$ cat src/rtl/bless_nic_if.sv
// Core-side and router-port-4 signal bundle for bless_nic.
// slave is the NIC view; master is the core/router view.
interface bless_nic_if;
    logic         inj_valid;
    logic         inj_ready;
    logic [5:0]   inj_dst;
    logic [127:0] inj_data;
    logic         port4_ready;
    logic [21:0]  port4_ci;
    logic [127:0] port4_di;
    logic [21:0]  port4_co;
    logic [127:0] port4_do;
    logic         ej_valid;
    logic         ej_ready;
    logic [5:0]   ej_src;
    logic [127:0] ej_data;

    modport slave (
        input  inj_valid, inj_dst, inj_data, port4_ready, port4_co, port4_do, ej_ready,
        output inj_ready, port4_ci, port4_di, ej_valid, ej_src, ej_data
    );

    modport master (
        output inj_valid, inj_dst, inj_data, port4_ready, port4_co, port4_do, ej_ready,
        input  inj_ready, port4_ci, port4_di, ej_valid, ej_src, ej_data
    );
endinterface

$ cat src/rtl/bless_nic.sv
// Injection/ejection NIC for a bufferless deflection router port 4.
// Define BLESS_NIC_STATS_EN to add saturating inj/ej/stall counters.
module bless_nic #(
    parameter logic [5:0]  NODE_ID   = 6'd0,
    parameter int unsigned INJ_DEPTH = 4,
    parameter int unsigned EJ_DEPTH  = 4
) (
    input  logic        clk,
    input  logic        rst,
    bless_nic_if.slave  nic,
    input  logic        err_clr,
    output logic        err_ovf,
    output logic        err_misroute
`ifdef BLESS_NIC_STATS_EN
    ,
    output logic [15:0] stat_inj,
    output logic [15:0] stat_ej,
    output logic [15:0] stat_stall
`endif
);

    localparam int unsigned InjAw = $clog2(INJ_DEPTH);
    localparam int unsigned InjCw = InjAw + 1;
    localparam int unsigned EjAw  = $clog2(EJ_DEPTH);
    localparam int unsigned EjCw  = EjAw + 1;

    // ---------------- injection path ----------------
    logic [148:0]     inj_mem [INJ_DEPTH];  // {seq, src, dst, data}
    logic [InjAw-1:0] inj_wr_q, inj_rd_q;
    logic [InjAw:0]   inj_cnt_q;
    logic [8:0]       seq_q;
    logic             inj_full, inj_empty, inj_push, inj_pop;
    logic [148:0]     inj_head;

    // Depth is a power of two, so the count MSB alone marks full.
    assign inj_full      = inj_cnt_q[InjAw];
    assign inj_empty     = (inj_cnt_q == '0);
    assign inj_push      = nic.inj_valid && !inj_full;
    assign inj_pop       = !inj_empty && nic.port4_ready;
    assign inj_head      = inj_mem[inj_rd_q];
    assign nic.inj_ready = !inj_full;

    always_comb begin
        nic.port4_ci = '0;
        nic.port4_di = '0;
        if (inj_pop) begin
            nic.port4_ci = {1'b1, inj_head[148:128]};
            nic.port4_di = inj_head[127:0];
        end
    end

    always_ff @(posedge clk or negedge rst) begin
        if (!rst) begin
            inj_wr_q  <= '0;
            inj_rd_q  <= '0;
            inj_cnt_q <= '0;
            seq_q     <= '0;
        end else begin
            if (inj_push) begin
                inj_wr_q <= inj_wr_q + InjAw'(1);
                seq_q    <= seq_q + 9'd1;
            end
            if (inj_pop) inj_rd_q <= inj_rd_q + InjAw'(1);
            if (inj_push && !inj_pop) inj_cnt_q <= inj_cnt_q + InjCw'(1);
            else if (!inj_push && inj_pop) inj_cnt_q <= inj_cnt_q - InjCw'(1);
        end
    end

    always_ff @(posedge clk) begin
        if (inj_push) inj_mem[inj_wr_q] <= {seq_q, NODE_ID, nic.inj_dst, nic.inj_data};
    end

    // ---------------- ejection path ----------------
    logic [133:0]    ej_mem [EJ_DEPTH];  // {src, data}
    logic [EjAw-1:0] ej_wr_q, ej_rd_q;
    logic [EjAw:0]   ej_cnt_q;
    logic            ej_full, ej_empty, ej_push, ej_pop;
    logic            cap, dst_ok, ovf_set, mis_set;
    logic            err_ovf_q, err_mis_q;
    logic            unused_seq;

    assign ej_full    = ej_cnt_q[EjAw];
    assign ej_empty   = (ej_cnt_q == '0);
    assign ej_pop     = !ej_empty && nic.ej_ready;
    assign cap        = nic.port4_co[21];
    assign dst_ok     = (nic.port4_co[5:0] == NODE_ID);
    // A same-cycle pop frees the slot for the arriving flit.
    assign ej_push    = cap && dst_ok && (!ej_full || ej_pop);
    assign ovf_set    = cap && dst_ok && ej_full && !ej_pop;
    assign mis_set    = cap && !dst_ok;
    assign unused_seq = ^nic.port4_co[20:12];

    assign nic.ej_valid = !ej_empty;
    assign nic.ej_src   = ej_mem[ej_rd_q][133:128];
    assign nic.ej_data  = ej_mem[ej_rd_q][127:0];
    assign err_ovf      = err_ovf_q;
    assign err_misroute = err_mis_q;

    always_ff @(posedge clk or negedge rst) begin
        if (!rst) begin
            ej_wr_q   <= '0;
            ej_rd_q   <= '0;
            ej_cnt_q  <= '0;
            err_ovf_q <= 1'b0;
            err_mis_q <= 1'b0;
        end else begin
            if (ej_push) ej_wr_q <= ej_wr_q + EjAw'(1);
            if (ej_pop) ej_rd_q <= ej_rd_q + EjAw'(1);
            if (ej_push && !ej_pop) ej_cnt_q <= ej_cnt_q + EjCw'(1);
            else if (!ej_push && ej_pop) ej_cnt_q <= ej_cnt_q - EjCw'(1);
            // New errors take priority over a clear in the same cycle.
            err_ovf_q <= ovf_set || (err_ovf_q && !err_clr);
            err_mis_q <= mis_set || (err_mis_q && !err_clr);
        end
    end

    always_ff @(posedge clk) begin
        if (ej_push) ej_mem[ej_wr_q] <= {nic.port4_co[11:6], nic.port4_do};
    end

`ifdef BLESS_NIC_STATS_EN
    logic [15:0] stat_inj_q, stat_ej_q, stat_stall_q;

    assign stat_inj   = stat_inj_q;
    assign stat_ej    = stat_ej_q;
    assign stat_stall = stat_stall_q;

    always_ff @(posedge clk or negedge rst) begin
        if (!rst) begin
            stat_inj_q   <= '0;
            stat_ej_q    <= '0;
            stat_stall_q <= '0;
        end else begin
            if (inj_pop && stat_inj_q != 16'hFFFF) stat_inj_q <= stat_inj_q + 16'd1;
            if (ej_push && stat_ej_q != 16'hFFFF) stat_ej_q <= stat_ej_q + 16'd1;
            if (!inj_empty && !nic.port4_ready && stat_stall_q != 16'hFFFF) begin
                stat_stall_q <= stat_stall_q + 16'd1;
            end
        end
    end
`endif

endmodule

$ cat src/flat_wrapper.sv
// flat-port wrapper written by rule: the top's interface ports become plain ports
module bless_nic_flat 
#(
    parameter logic [5:0]  NODE_ID   = 6'd0,
    parameter int unsigned INJ_DEPTH = 4,
    parameter int unsigned EJ_DEPTH  = 4
)
  (clk, rst, err_clr, err_ovf, err_misroute, nic_inj_valid, nic_inj_dst, nic_inj_data, nic_port4_ready, nic_port4_co, nic_port4_do, nic_ej_ready, nic_inj_ready, nic_port4_ci, nic_port4_di, nic_ej_valid, nic_ej_src, nic_ej_data);
  bless_nic_if nic_i ();
  input  logic clk;
  input  logic rst;
  input  logic err_clr;
  output logic err_ovf;
  output logic err_misroute;
  input wire logic [$bits(nic_i.inj_valid)-1:0] nic_inj_valid;
  input wire logic [$bits(nic_i.inj_dst)-1:0] nic_inj_dst;
  input wire logic [$bits(nic_i.inj_data)-1:0] nic_inj_data;
  input wire logic [$bits(nic_i.port4_ready)-1:0] nic_port4_ready;
  input wire logic [$bits(nic_i.port4_co)-1:0] nic_port4_co;
  input wire logic [$bits(nic_i.port4_do)-1:0] nic_port4_do;
  input wire logic [$bits(nic_i.ej_ready)-1:0] nic_ej_ready;
  output wire logic [$bits(nic_i.inj_ready)-1:0] nic_inj_ready;
  output wire logic [$bits(nic_i.port4_ci)-1:0] nic_port4_ci;
  output wire logic [$bits(nic_i.port4_di)-1:0] nic_port4_di;
  output wire logic [$bits(nic_i.ej_valid)-1:0] nic_ej_valid;
  output wire logic [$bits(nic_i.ej_src)-1:0] nic_ej_src;
  output wire logic [$bits(nic_i.ej_data)-1:0] nic_ej_data;
  assign nic_i.inj_valid = nic_inj_valid;
  assign nic_i.inj_dst = nic_inj_dst;
  assign nic_i.inj_data = nic_inj_data;
  assign nic_i.port4_ready = nic_port4_ready;
  assign nic_i.port4_co = nic_port4_co;
  assign nic_i.port4_do = nic_port4_do;
  assign nic_i.ej_ready = nic_ej_ready;
  assign nic_inj_ready = nic_i.inj_ready;
  assign nic_port4_ci = nic_i.port4_ci;
  assign nic_port4_di = nic_i.port4_di;
  assign nic_ej_valid = nic_i.ej_valid;
  assign nic_ej_src = nic_i.ej_src;
  assign nic_ej_data = nic_i.ej_data;
  bless_nic #(.NODE_ID(NODE_ID), .INJ_DEPTH(INJ_DEPTH), .EJ_DEPTH(EJ_DEPTH)) u_core (.clk(clk), .rst(rst), .nic(nic_i), .err_clr(err_clr), .err_ovf(err_ovf), .err_misroute(err_misroute));
endmodule
$ cat config.mk
export PLATFORM = sky130hd
export DESIGN_NAME = bless_nic_flat
export DESIGN_NICKNAME = d
export VERILOG_FILES = /design/src/rtl/bless_nic_if.sv /design/src/rtl/bless_nic.sv /design/src/flat_wrapper.sv
export SDC_FILE = /design/constraint.sdc
export NUM_CORES = 1
export LEC_CHECK = 0
export ABC_AREA = 1
export BUFFER_PORTS_ARGS = -buffer_cell sky130_fd_sc_hd__buf_4
export CAP_MARGIN = 20
export CORE_ASPECT_RATIO = 1.4
export CORE_MARGIN = 2
export CORE_UTILIZATION = 35
export CTS_CLUSTER_SIZE = 20
export DETAILED_ROUTE_END_ITERATION = 12
export PLACE_DENSITY_LB_ADDON = 0.08
export REMOVE_ABC_BUFFERS = 1
export SLEW_MARGIN = 20
export SYNTH_ARGS = -nofsm -noshare
export SYNTH_HDL_FRONTEND = slang
export SYNTH_SLANG_ARGS = --single-unit
$ cat constraint.sdc
create_clock -name clk -period 9.33 [get_ports clk]
set_input_delay 1.866 -clock clk [delete_from_list [all_inputs] [get_ports clk]]
set_output_delay 1.866 -clock clk [all_outputs]
set_load 0.03 [all_outputs]
==> results of run 1 <==
## power groups by stage
stage	combinational [W]	clock [W]	sequential, W
detailed placement	0.00643	0	0.00640
finish	0.00628	0.00439	0.00628
CTS	0.00645	0.00453	0.00629
global route	0.00687	0.00472	0.00632
floorplan	0.00370	0	0.00660
global placement	0.00642	0	0.00639
## stage by stage
step	setup slack [ns]	TNS, ns
after floorplan	-0.710	-97.72
after global placement	3.76	0
after detailed placement	3.78	0
after CTS	3.40	0
after global routing	3.26	0
final	3.57	0
## layout by cell type, fill, tap and decap left out, types with 2 or more instances in the layout
master / instances
sky130_fd_sc_hd__clkbuf_1: 24
sky130_fd_sc_hd__xnor2_1: 3
sky130_fd_sc_hd__o21ai_1: 208
sky130_fd_sc_hd__conb_1: 6
sky130_fd_sc_hd__fa_1: 2
sky130_fd_sc_hd__inv_8: 2
sky130_fd_sc_hd__bufinv_16: 6
sky130_fd_sc_hd__nor2_4: 9
sky130_fd_sc_hd__o21ai_0: 351
sky130_fd_sc_hd__clkinvlp_4: 7
sky130_fd_sc_hd__buf_4: 578
sky130_fd_sc_hd__buf_12: 11
sky130_fd_sc_hd__ha_1: 11
sky130_fd_sc_hd__nand3_1: 7
sky130_fd_sc_hd__nor2_1: 846
sky130_fd_sc_hd__diode_2: 6
sky130_fd_sc_hd__a21oi_1: 144
sky130_fd_sc_hd__clkbuf_16: 116
sky130_fd_sc_hd__nand2_1: 38
sky130_fd_sc_hd__o22ai_1: 134
sky130_fd_sc_hd__inv_1: 29
sky130_fd_sc_hd__dfrtp_4: 4
sky130_fd_sc_hd__dfrtp_1: 21
sky130_fd_sc_hd__clkbuf_8: 4
sky130_fd_sc_hd__or2_2: 3
sky130_fd_sc_hd__clkinv_1: 24
sky130_fd_sc_hd__nor3_1: 2
sky130_fd_sc_hd__xor2_1: 9
sky130_fd_sc_hd__edfxtp_1: 1108
sky130_fd_sc_hd__nand4_1: 2
sky130_fd_sc_hd__inv_6: 4
sky130_fd_sc_hd__clkinv_2: 30
## routing by layer
layer  vias up  routed length, um  track usage [%]
met5         -                218                0
met1     12761              47100             22.0
met3       164              12300             7.77
met4        34               2200             5.08
li1      12477                  -                -
met2       686              51000             26.8
## flip-flops by register name (all words and copies together) (netlist names)
name / cells
u_core.inj_rd_q: 2
u_core.ej_wr_q: 2
u_core.inj_wr_q: 2
u_core.inj_mem: 572
u_core.ej_cnt_q: 3
u_core.seq_q: 9
u_core.err_misroute: 1
u_core.inj_cnt_q: 3
u_core.ej_rd_q: 2
u_core.err_ovf: 1
u_core.ej_mem: 536
## layout make-up
cell class                      count  area, um^2
Sequential cell                  1133       33900
Fill cell                       11339       70200
Timing Repair Buffer              589        4560
Multi-Input combinational cell   1780        8200
Inverter                           33         146
Antenna cell                        6        15.0
Clock inverter                     73         544
Tap cell                         1617        2020
Clock buffer                      144        3050
## kinds of logic (layout without fill, tap and decap cells)
| group | count (synthesis) | after routing |
|---|---|---|
| compound gates | 837 | 837 |
| fa+ha+maj | 13 | 13 |
| buf+inv | 238 | 839 |
| other cells | 1 | 12 |
| mux | 1 | 1 |
| simple gates | 911 | 911 |
| flops | 1133 | 1133 |
| xor+xnor | 12 | 12 |
## how the worst max path moves through the flow
stage | startpoint | endpoint | slack [ns] | cells after the start
2_1_floorplan | u_core.inj_rd_q[0] | nic_port4_ci[0] | -0.71 | 3
3_3_place_gp | nic_port4_ready | nic_port4_di[88] | 3.76 | 5
3_5_place_dp | nic_port4_ready | nic_port4_di[88] | 3.78 | 5
4_1_cts | u_core.ej_rd_q[0] | nic_ej_data[44] | 3.40 | 5
5_1_grt | u_core.ej_rd_q[0] | nic_ej_data[40] | 3.26 | 5
6_report | u_core.ej_rd_q[0] | nic_ej_data[19] | 3.57 | 5
## worst max-delay path: cells and delay by family (launching register included)
family | cells | cell delay [ns]
buffers and inverters | 3 | 1.73
DFF | 1 | 0.80
AOI/OAI and AO/OA | 2 | 0.38
==> reports/metrics.sh, run 1 <==
SYNTH.MUX.AREA_FRACTION_PCT=0.0260
FRACTION_OF_THE_MAPPED_NETLIST_AREA_IN_COMPOUND_GATES_PCT=10.1
WORSTREG2REGEND='u_core.ej_mem[2][10]'
MAXCLOCKFREQUENCY_MHz=174
FINALHOLDWORSTSLACK_NS=0.480
POST_CTS.RESIZED_INSTANCES=0
YS_WARN_COUNT=0
FIRSTDRTPASSITERS=4
WORST_CLOCK_SKEW_NS=0.0323
NUMBER_OF_GLOBAL_ROUTE_VIAS_BEFORE_REPAIR=25231
VIAS=26122
POSTLAYOUTCOREUTIL_PCT=42.8
NUMBER_OF_STANDARD_CELL_ROWS_IN_THE_FLOORPLAN=152
SYNTH_TOP_CELL_AREA_SHARE_PCT=76.9
AVGVIACOUNTPERCELL=4.86
ROUTED_WIRELENGTH_UM=113000
POWER.COMBINATIONAL.FRACTION_PCT=37.1
DESIGN_POWER_TOTAL_W=0.0170
GRT_FIRST_PASS_WIRELENGTH_UM=164000
SYN-MEAN-INSTANCE-AREA_UM2=13.8
SYNTH-ADDER-AREA-SHARE_PCT=0.410
WORST-PATH-MAX-FANOUT=149
START_UTIL_PCT=35.3
SYNTH_CELLS=3146
IO_PINS=578
SYN_TO_FINAL_GROWTH_PCT=21.2
POST_DETAILED_PLACEMENT_HALF_PERIMETER_WIRELENGTH_UM=61400
DRT_DRC_VIOLATIONS_LEFT=0
POST-SYNTH-TOP-COUNT-CELL='sky130_fd_sc_hd__edfxtp_1'
DRT_ITER0_MARKERS=1268
SETUP.REG_TO_REG.WORST_SLACK_NS=6.34
TIMING.CRITICAL_PATH.MODE_CELL='sky130_fd_sc_hd__buf_4'
TIMING_WORST_SLEW_PIN_VALUE_NS=1.12
ANT_NETS=0
CLOCK_SINKS=1133
DIE_H_UM=420
DIE_W_UM=301
REPORT.FINAL.HOLD_VIOL_COUNT=0
YOSYS.AREA_SHARE.XOR_XNOR_PCT=0.243
COREAREA_UM2=123000
CLK-INSERTION-DELAY-LATE_NS=0.73
TOTAL_CONGESTION_OVERFLOW_AFTER_GLOBAL_ROUTING=0
SHARE_SEQ_OF_TOTAL_POWER_PCT=37.1
TRITONCTS='done'
DOMINANT_COMBINATIONAL_CELL_FAMILY_BY_AREA_AFTER_SYNTHESIS='compound AO/OA/AOI/OAI gates'
ASYNC_SR_FLOP_FRACTION_PCT=2.21
DIEAREA_UM2=127000
CRITICAL_PATH.CELL_CHAIN='inv_8 -> buf_4 -> o21ai_0 -> o22ai_1 -> buf_4'
FINAL-MAX-SLEW-VIOLATION-COUNT=0
MAX_SLEW_MARGIN_VS_LIMIT_PCT=25.5
SYNTHFLOPTYPE='sky130_fd_sc_hd__edfxtp_1'
FINAL_PERIOD_MINUS_WORST_SETUP_SLACK_NS=5.76
CRIT_PATH_MAX_INCR_DELAY_NS=0.80
POWER.NET_SWITCHING_W=0.00658
RUN_STATUS='completed'
POWER-PER-CELL-AREA_nW_PER_UM2=323
POST_SYNTH_MOST_FREQUENT_CELLS='sky130_fd_sc_hd__edfxtp_1 (1108), sky130_fd_sc_hd__nor2_1 (854), sky130_fd_sc_hd__o21ai_0 (351)'
WORSTHOLDPATHTYPE='reg2reg'
CRIT_REQUIRED_NS=7.46
HOLD_PATH.STARTPOINT='u_core.err_ovf'
CTS_INSERTED_BUFFERS=114
SYNTH.FF_LATCH_COUNT=1133
WIRE_PER_INST_UM=21.0
GP_ROUTABILITY_CONGESTION=0.710
CLOCKBUFFERDEPTH=3
POWER.SHARE.CLOCK_PCT=25.9
REG2REGPATHDEPTH=5
NUMBER_OF_DISTINCT_LIBRARY_CELLS_AFTER_SYNTHESIS=32
SYNTH-EDFF-COUNT=1108
DRV.MAX_CAP_VIOLATION_COUNT=0
MIN_DELAY_WORST_ENDPOINT='u_core.err_ovf'
POST_CTS_SETUP_DRIVEN_BUFFER_INSERTION_COUNT=0
GRT_MAX_DEGREE=181
SYNTH-SIMPLE-AREA-SHARE_PCT=8.00
ENDPOINTS_FAILING_SETUP=0
DP.CELLS=5152
FINAL_AREA_UM2=52500
ANTENNA_VIOLATIONS_BEFORE_REPAIR=25
HOLD_BUFFERS=0
POST_SYNTH_INSTANCE_AREA_UM2=43300
INT_PWR_W=0.0104
GRT_SETUP_UNREPAIRED='no'
GRT_UTIL_ALL_LAYERS_PCT=17.4
PORTBUFFERS=562
CLKSLEWWORSTSETUPHOLDPATHS_NS=0.06
CTS.HTREE.LEVELS=3
NETS=3954
SYNTH.AREA.TOP_CELLS='sky130_fd_sc_hd__edfxtp_1 (77%), sky130_fd_sc_hd__nor2_1 (7.4%), sky130_fd_sc_hd__o21ai_0 (4.1%)'
FINISH.CELL_COUNT_WITHOUT_FILLERS=5375
CRIT_PATH_END_KIND='primary output'
STARTPOINT_TYPE='register'
POWER_SWITCHING_SHARE_PCT=38.8
TIMING.CRITICAL_PATH.ARRIVAL_NS=3.89
MIN_DELAY_PATH_DEPTH=2
PEAKVDDDROP_mV=0.199
CRIT_TYPE='reg2out'
P_LEAK_nW=18.0
SLOWEST_STAGE_CELL_CP='sky130_fd_sc_hd__dfrtp_4'
CLOCK_TREE.ROOT_CELL='sky130_fd_sc_hd__clkbuf_16'
FINAL_CRITICAL_PATH_SHARE_OF_THE_CLOCK_PERIOD_PCT=61.7
DRIVE_GT1_SHARE_PCT=20.8
NETLIST.TOP_CELL.BY_AREA='sky130_fd_sc_hd__edfxtp_1'
PLACED_AREA_UM2=48800
R2R-START='u_core.ej_cnt_q[2]'
SYNTH.YOSYS.SEQ_AREA_SHARE_PCT=78.3
No activity file was read; power rests on OpenSTA's default activity.
==> inputs of run 2 (changes only) <==
Settings changed: ABC_AREA 1 to 0.
Clock period 9.33 ns to 5.61 ns, I/O delays scaled along.
==> reports/metrics.sh, run 2 <==
POWER-PER-CELL-AREA_nW_PER_UM2=501
TIMING.CRITICAL_PATH.MODE_CELL='sky130_fd_sc_hd__buf_4'
WORST-PATH-MAX-FANOUT=29
GRT_UTIL_ALL_LAYERS_PCT=15.9
DP.CELLS=3851
NUMBER_OF_DISTINCT_LIBRARY_CELLS_AFTER_SYNTHESIS=31
GLOBAL_ROUTE.USAGE.MET1_PCT=20.5
YS_WARN_COUNT=0
SYN-MEAN-INSTANCE-AREA_UM2=24.5
DIE_H_UM=415
WORST_CLOCK_SKEW_NS=0.0370
WORST_SLACK_NS=1.32
CRIT_PATH_MAX_INCR_DELAY_NS=0.84
CLKSLEWWORSTSETUPHOLDPATHS_NS=0.07
WORSTHOLDPATHTYPE='in2async'
NETLIST.TOP_CELL.BY_AREA='sky130_fd_sc_hd__edfxtp_1'
WORSTREG2REGEND='u_core.ej_mem[0][70]'
GP_ROUTABILITY_CONGESTION=0.740
ANTENNA_VIOLATIONS_BEFORE_REPAIR=25
DESIGN_POWER_TOTAL_W=0.0262
PEAKVDDDROP_mV=0.343
POST_CTS_SETUP_DRIVEN_BUFFER_INSERTION_COUNT=0
START_UTIL_PCT=35.3
CTS.HTREE.LEVELS=3
FINALHOLDWORSTSLACK_NS=0.313
NUMBER_OF_GLOBAL_ROUTE_VIAS_BEFORE_REPAIR=21275
ASYNC_SR_FLOP_FRACTION_PCT=2.21
POST-SYNTH-TOP-COUNT-CELL='sky130_fd_sc_hd__edfxtp_1'
CRITICAL_PATH.CELL_CHAIN='buf_4 -> mux4_2 -> and2_1 -> buf_4'
REPORT.FINAL.HOLD_VIOL_COUNT=0
SYNTH_TOP_CELL_AREA_SHARE_PCT=79.0
HOLD_BUFFERS=0
FINAL-MAX-SLEW-VIOLATION-COUNT=0
ANT_NETS=0
SYNTH.FF_LATCH_COUNT=1133
SYN_TO_FINAL_GROWTH_PCT=24.0
DRV.MAX_CAP_VIOLATION_COUNT=0
CRIT_PATH_END_KIND='primary output'
MAXCLOCKFREQUENCY_MHz=233
DRT_ITER0_MARKERS=1053
POST_CTS.RESIZED_INSTANCES=0
R2R-START='u_core.ej_cnt_q[2]'
CTS_INSERTED_BUFFERS=112
SLOWEST_STAGE_CELL_CP='sky130_fd_sc_hd__dfrtp_4'
CRITICAL_PATH.N_BUFFERS_INVERTERS=2
CLK-INSERTION-DELAY-LATE_NS=0.71
CLOCKBUFFERDEPTH=3
GRT_MAX_DEGREE=99
SYNTH_CELLS=1723
POST_SYNTH_MOST_FREQUENT_CELLS='sky130_fd_sc_hd__edfxtp_1 (1108), sky130_fd_sc_hd__mux4_2 (277), sky130_fd_sc_hd__and2_1 (151)'
IO_PINS=578
LARGEST_REGISTER='u_core.inj_mem'
CRIT_REQUIRED_NS=4.49
TIMING_WORST_SLEW_PIN_VALUE_NS=1.06
GRT_MOST_USED_LAYER='met2'
P_LEAK_nW=17.7
REGAREA_UM2=33900
MAX_SLEW_MARGIN_VS_LIMIT_PCT=29.4
MOSTFREQUENTLAYOUTCELLS='sky130_fd_sc_hd__edfxtp_1 (1108), sky130_fd_sc_hd__buf_4 (597), sky130_fd_sc_hd__mux4_2 (277)'
GR-USAGE-MET2_PCT=24.8
TNS_NS=0
DP_WORST_SETUP_SLACK_NS=1.77
STARTPOINT_TYPE='register'
DIE_W_UM=297
FIRSTDRTPASSITERS=5
GRT_FIRST_PASS_WIRELENGTH_UM=145000
DRIVE_GT1_SHARE_PCT=43.4
NETS=2672
SETUP.REG_TO_REG.WORST_SLACK_NS=3.07
ROUTED_WIRELENGTH_UM=99200
CLOCK_TREE.ROOT_CELL='sky130_fd_sc_hd__clkbuf_16'
CRITPATHTOPFAMILY='flip-flops'
REG2REGPATHDEPTH=4
SYNTH.AREA.TOP_CELLS='sky130_fd_sc_hd__edfxtp_1 (79%), sky130_fd_sc_hd__mux4_2 (15%), sky130_fd_sc_hd__and2_1 (2.2%)'
RUN_STATUS='completed'
SYNTH.YOSYS.SEQ_AREA_SHARE_PCT=80.4
VIAS=19708
MOSTFREQUENTLAYOUTCELL='sky130_fd_sc_hd__edfxtp_1'
SYNTH-EDFF-COUNT=1108
LARGEST_REG_FLOPS=572
PORTBUFFERS=562
FINAL_CRITICAL_PATH_SHARE_OF_THE_CLOCK_PERIOD_PCT=76.4
MULTIINPUTGATEAREA_UM2=7780
ENDPOINTS_FAILING_SETUP=0
COREAREA_UM2=119000
CLOCK_SINKS=1133
BIGGESTREGSBYFLOPS='u_core.inj_mem (572), u_core.ej_mem (536), u_core.seq_q (9)'
TOTAL_CONGESTION_OVERFLOW_AFTER_GLOBAL_ROUTING=0
TRITONCTS='done'
CRIT_TYPE='reg2out'
FILLCELLCOUNT=10480
FINAL_PERIOD_MINUS_WORST_SETUP_SLACK_NS=4.29
POST_SYNTH_INSTANCE_AREA_UM2=42100
TIMING.CRITICAL_PATH.ARRIVAL_NS=3.17
SYNTHFLOPTYPE='sky130_fd_sc_hd__edfxtp_1'
POST_DETAILED_PLACEMENT_HALF_PERIMETER_WIRELENGTH_UM=62300
WIRE_PER_INST_UM=24.4
GRTUSAGEMET3_PCT=6.40
DRT_DRC_VIOLATIONS_LEFT=0
GRT_SETUP_UNREPAIRED='no'
NUMBER_OF_STANDARD_CELL_ROWS_IN_THE_FLOORPLAN=150
FINISH.CELL_COUNT_WITHOUT_FILLERS=4064
DIEAREA_UM2=123000
AVGVIACOUNTPERCELL=4.85
## run 2: cell types whose count changed after synthesis, moves of 32 or more
cell                       previous run  this run
sky130_fd_sc_hd__a21oi_1            144         0
sky130_fd_sc_hd__and2_1               0       151
sky130_fd_sc_hd__clkbuf_1            71        30
sky130_fd_sc_hd__mux4_2               0       277
sky130_fd_sc_hd__nand2_1             39         7
sky130_fd_sc_hd__nor2_1             854         3
sky130_fd_sc_hd__o21ai_0            351         1
sky130_fd_sc_hd__o21ai_1            208         0
sky130_fd_sc_hd__o22ai_1            134         0
## run 2: logic make-up (layout without fill, tap and decap cells)
kind of cell | count (synthesis) | count (layout) | synth area share, %
XOR/XNOR | 20 | 20 | 0.416
other | 1 | 9 | 0.00890
flip-flops | 1133 | 1133 | 80.4
multiplexers | 281 | 281 | 14.9
AO/OA/AOI/OAI | 4 | 4 | 0.0742
AND/OR/NAND/NOR | 175 | 175 | 2.55
buffers and inverters | 96 | 833 | 1.19
adder cells (fa/ha/maj) | 13 | 13 | 0.422
## run 2: power breakdown
| part | internal, W | switching [W] | total [W] |
|---|---|---|---|
| sequential | 0.0100 | 0.000489 | 0.0105 |
| clock | 0.00425 | 0.00321 | 0.00746 |
| combinational | 0.00354 | 0.00468 | 0.00822 |
## run 2: worst max path at each step
stage	depth (start not counted)	startpoint	to
floorplan	2	u_core.inj_rd_q[0]	nic_port4_ci[0]
global placement	5	nic_port4_co[1]	u_core.ej_mem[2][93]
detailed placement	5	nic_port4_co[1]	u_core.ej_mem[2][93]
CTS	4	u_core.inj_rd_q[0]	nic_port4_di[0]
global route	4	u_core.inj_rd_q[0]	nic_port4_di[74]
finish	4	u_core.inj_rd_q[0]	nic_port4_di[74]
## run 2: area by class of cell
cell class                 instances  area share (%)
tap                             1596            3.82
clock inverter                    72            1.38
clock buffer                     138            5.71
multi-input combinational        499            14.9
inverter                           9          0.0646
antenna                            3          0.0144
timing repair buffer             614            9.24
sequential                      1133            64.9
## run 2: routing by layer
metal / vias up / routed length [um] / share of wire [%]
li1: 8478 / - / -
met1: 10451 / 40900 / 41
met2: 610 / 46900 / 47
met3: 133 / 9360 / 9.4
met4: 36 / 1790 / 1.8
met5: - / 241 / 0.24
## run 2: metrics by stage
| stage | instance area (um^2) | util [%] |
|---|---|---|
| finish | 52300 | 43.8 |
| global route | 52300 | 43.8 |
| CTS | 52300 | 43.8 |
| detailed placement | 48600 | 40.7 |
| global placement | 48500 | 40.7 |
| floorplan | 41700 | - |
==> inputs of run 3 (changes only) <==
Clock period 5.61 ns to 4.2 ns, I/O delays scaled along.
==> reports/metrics.sh, run 3 (synthesis gave the netlist of run 2 again) <==
WORSTREG2REGEND='u_core.inj_mem[0][84]'
CLKSLEWWORSTSETUPHOLDPATHS_NS=0.06
WORSTHOLDPATHTYPE='in2reg'
NETS=2677
CLK-INSERTION-DELAY-LATE_NS=0.71
CRIT_PATH_END_KIND='primary output'
POWER.SHARE.CLOCK_PCT=27.6
INT_PWR_W=0.0235
COREAREA_UM2=119000
POST_DETAILED_PLACEMENT_HALF_PERIMETER_WIRELENGTH_UM=63800
STARTPOINT_TYPE='register'
GP_ROUTABILITY_CONGESTION=0.734
LARGEST_REGISTER='u_core.inj_mem'
RUN_STATUS='completed'
DIE_W_UM=297
DRIVE_GT1_SHARE_PCT=43.0
TRITONCTS='done'
MAXCLOCKFREQUENCY_MHz=269
AVGVIACOUNTPERCELL=4.83
TOTAL_CONGESTION_OVERFLOW_AFTER_GLOBAL_ROUTING=0
GRTUSAGEMET3_PCT=7.40
CLOCK_SINKS=1133
POWER.COMBINATIONAL.FRACTION_PCT=32.1
SYN_TO_FINAL_GROWTH_PCT=23.9
DRV.MAX_CAP_VIOLATION_COUNT=0
CTS.HTREE.LEVELS=3
CRIT_TYPE='reg2out'
PORTBUFFERS=562
WORST-PATH-MAX-FANOUT=25
GLOBAL_ROUTE.USAGE.MET1_PCT=19.9
SETUP.REG_TO_REG.WORST_SLACK_NS=1.60
TIMING.CRITICAL_PATH.ARRIVAL_NS=2.88
ENDPOINTS_FAILING_SETUP=0
REG2REGPATHDEPTH=4
MOSTFREQUENTLAYOUTCELLS='sky130_fd_sc_hd__edfxtp_1 (1108), sky130_fd_sc_hd__buf_4 (593), sky130_fd_sc_hd__mux4_2 (277)'
VIAS=19625
P_LEAK_nW=17.6
MAX_SLEW_MARGIN_VS_LIMIT_PCT=47.9
CLOCKBUFFERDEPTH=3
FINAL-MAX-SLEW-VIOLATION-COUNT=0
GRT_FIRST_PASS_WIRELENGTH_UM=148000
IO_PINS=578
POST_CTS.RESIZED_INSTANCES=0
TIMING.CRITICAL_PATH.MODE_CELL='sky130_fd_sc_hd__buf_4'
BIGGESTREGSBYFLOPS='u_core.inj_mem (572), u_core.ej_mem (536), u_core.seq_q (9)'
HOLD_BUFFERS=1
POWER_SWITCHING_SHARE_PCT=32.0
DP_WORST_SETUP_SLACK_NS=0.977
REPORT.FINAL.HOLD_VIOL_COUNT=0
FINAL_PERIOD_MINUS_WORST_SETUP_SLACK_NS=3.72
POWER-PER-CELL-AREA_nW_PER_UM2=661
POST_CTS_SETUP_DRIVEN_BUFFER_INSERTION_COUNT=0
MOSTFREQUENTLAYOUTCELL='sky130_fd_sc_hd__edfxtp_1'
WORST_CLOCK_SKEW_NS=0.0267
SHARE_SEQ_OF_TOTAL_POWER_PCT=40.3
ANTENNA_VIOLATIONS_BEFORE_REPAIR=28
R2R-START='u_core.inj_cnt_q[2]'
CTS_INSERTED_BUFFERS=111
FINAL_CRITICAL_PATH_SHARE_OF_THE_CLOCK_PERIOD_PCT=88.6
FIRSTDRTPASSITERS=5
GRT_MOST_USED_LAYER='met2'
TIMING_WORST_SLEW_PIN_VALUE_NS=0.781
SLOWEST_STAGE_CELL_CP='sky130_fd_sc_hd__dfrtp_4'
ANT_NETS=0
PEAKVDDDROP_mV=0.399
CRITICAL_PATH.CELL_CHAIN='buf_4 -> mux4_2 -> and2_1 -> buf_4'
DRT_ITER0_MARKERS=1059
SETUP.WORST_PATH.START='u_core.inj_rd_q[0]'
TNS_NS=0
DRT_DRC_VIOLATIONS_LEFT=0
START_UTIL_PCT=35.3
NUMBER_OF_STANDARD_CELL_ROWS_IN_THE_FLOORPLAN=150
CRITICAL_PATH.ENDPOINT='nic_port4_di[119]'
POWER.NET_SWITCHING_W=0.0110
CRIT_REQUIRED_NS=3.36
WORST_SLACK_NS=0.480
ROUTED_WIRELENGTH_UM=99700
DIEAREA_UM2=123000
GRT_MAX_DEGREE=64
GRT_UTIL_ALL_LAYERS_PCT=16.1
CRIT_PATH_MAX_INCR_DELAY_NS=0.67
WIRE_PER_INST_UM=24.6
GRT_SETUP_UNREPAIRED='no'
NUMBER_OF_GLOBAL_ROUTE_VIAS_BEFORE_REPAIR=21599
GR-USAGE-MET2_PCT=25.7
DIE_H_UM=415
LARGEST_REG_FLOPS=572
CLOCK_TREE.ROOT_CELL='sky130_fd_sc_hd__clkbuf_16'
==> run 3: cell types whose count changed in the layout (fill, tap and decap cells not counted), sizes merged <==
cell / change
clkinvlp: -1
clkinv: -14
bufinv: -5
buf: +5
clkbuf: +10
inv: +3
dlygate4sd3: +1
==> run 3: worst min-delay path by stage <==
stage | endpoint | start | depth (start not counted) | slack, ns
finish | u_core.inj_mem[2][133] | nic_inj_dst[5] | 1 | 0.32
global placement | u_core.err_ovf | u_core.err_ovf | 1 | 0.48
detailed placement | u_core.ej_cnt_q[2] | u_core.ej_cnt_q[2] | 1 | 0.50
global route | u_core.inj_mem[3][112] | nic_inj_data[112] | 1 | 0.29
floorplan | u_core.ej_cnt_q[2] | u_core.ej_cnt_q[2] | 1 | 0.46
CTS | u_core.ej_mem[3][98] | nic_port4_do[98] | 1 | 0.25
==> run 3: routing by layer <==
layer	share of wire, %	vias up	routed length (um)
met5	0.32	-	323
met4	1.7	48	1690
met3	10	152	10400
met2	48	597	47700
met1	40	10335	39600
li1	-	8493	-
==> run 3: final cells by class <==
| class | instances | area, um^2 |
|---|---|---|
| repair buffers | 620 | 4980 |
| multi-input cells | 499 | 7780 |
| fillers | 10411 | 67200 |
| diodes | 3 | 7.51 |
| flip-flops and latches | 1133 | 33900 |
| inverters | 9 | 33.8 |
| clock inverters | 55 | 494 |
| clock buffers | 148 | 2990 |
| well taps | 1596 | 2000 |
==> run 3: power groups by stage <==
stage	Clock (W)	Sequential, W	Combinational (W)
after floorplan	0	0.0147	0.00656
after global placement	0	0.0141	0.0113
after detailed placement	0	0.0142	0.0113
after CTS	0.00987	0.0139	0.0114
after global routing	0.0102	0.0140	0.0118
final	0.00953	0.0139	0.0111
==> run 3: through the flow <==
stage	util [%]	power (W)	area (um^2)	hold slack (ns)	std cells
2_1_floorplan	-	0.0213	41700	0.457	1641
3_3_place_gp	40.8	0.0254	48700	0.481	3856
3_5_place_dp	40.8	0.0255	48700	0.501	3856
4_1_cts	43.7	0.0352	52200	0.248	4060
5_1_grt	43.7	0.0360	52200	0.287	4062
6_report	43.7	0.0345	52200	0.319	4063
==> run 3: worst max-delay path: cells and delay by family, from the launching register on <==
family / cells / cell delay, ns
buf+inv: 2 / 0.69
flops: 1 / 0.67
simple gates: 1 / 0.18
mux: 1 / 0.59
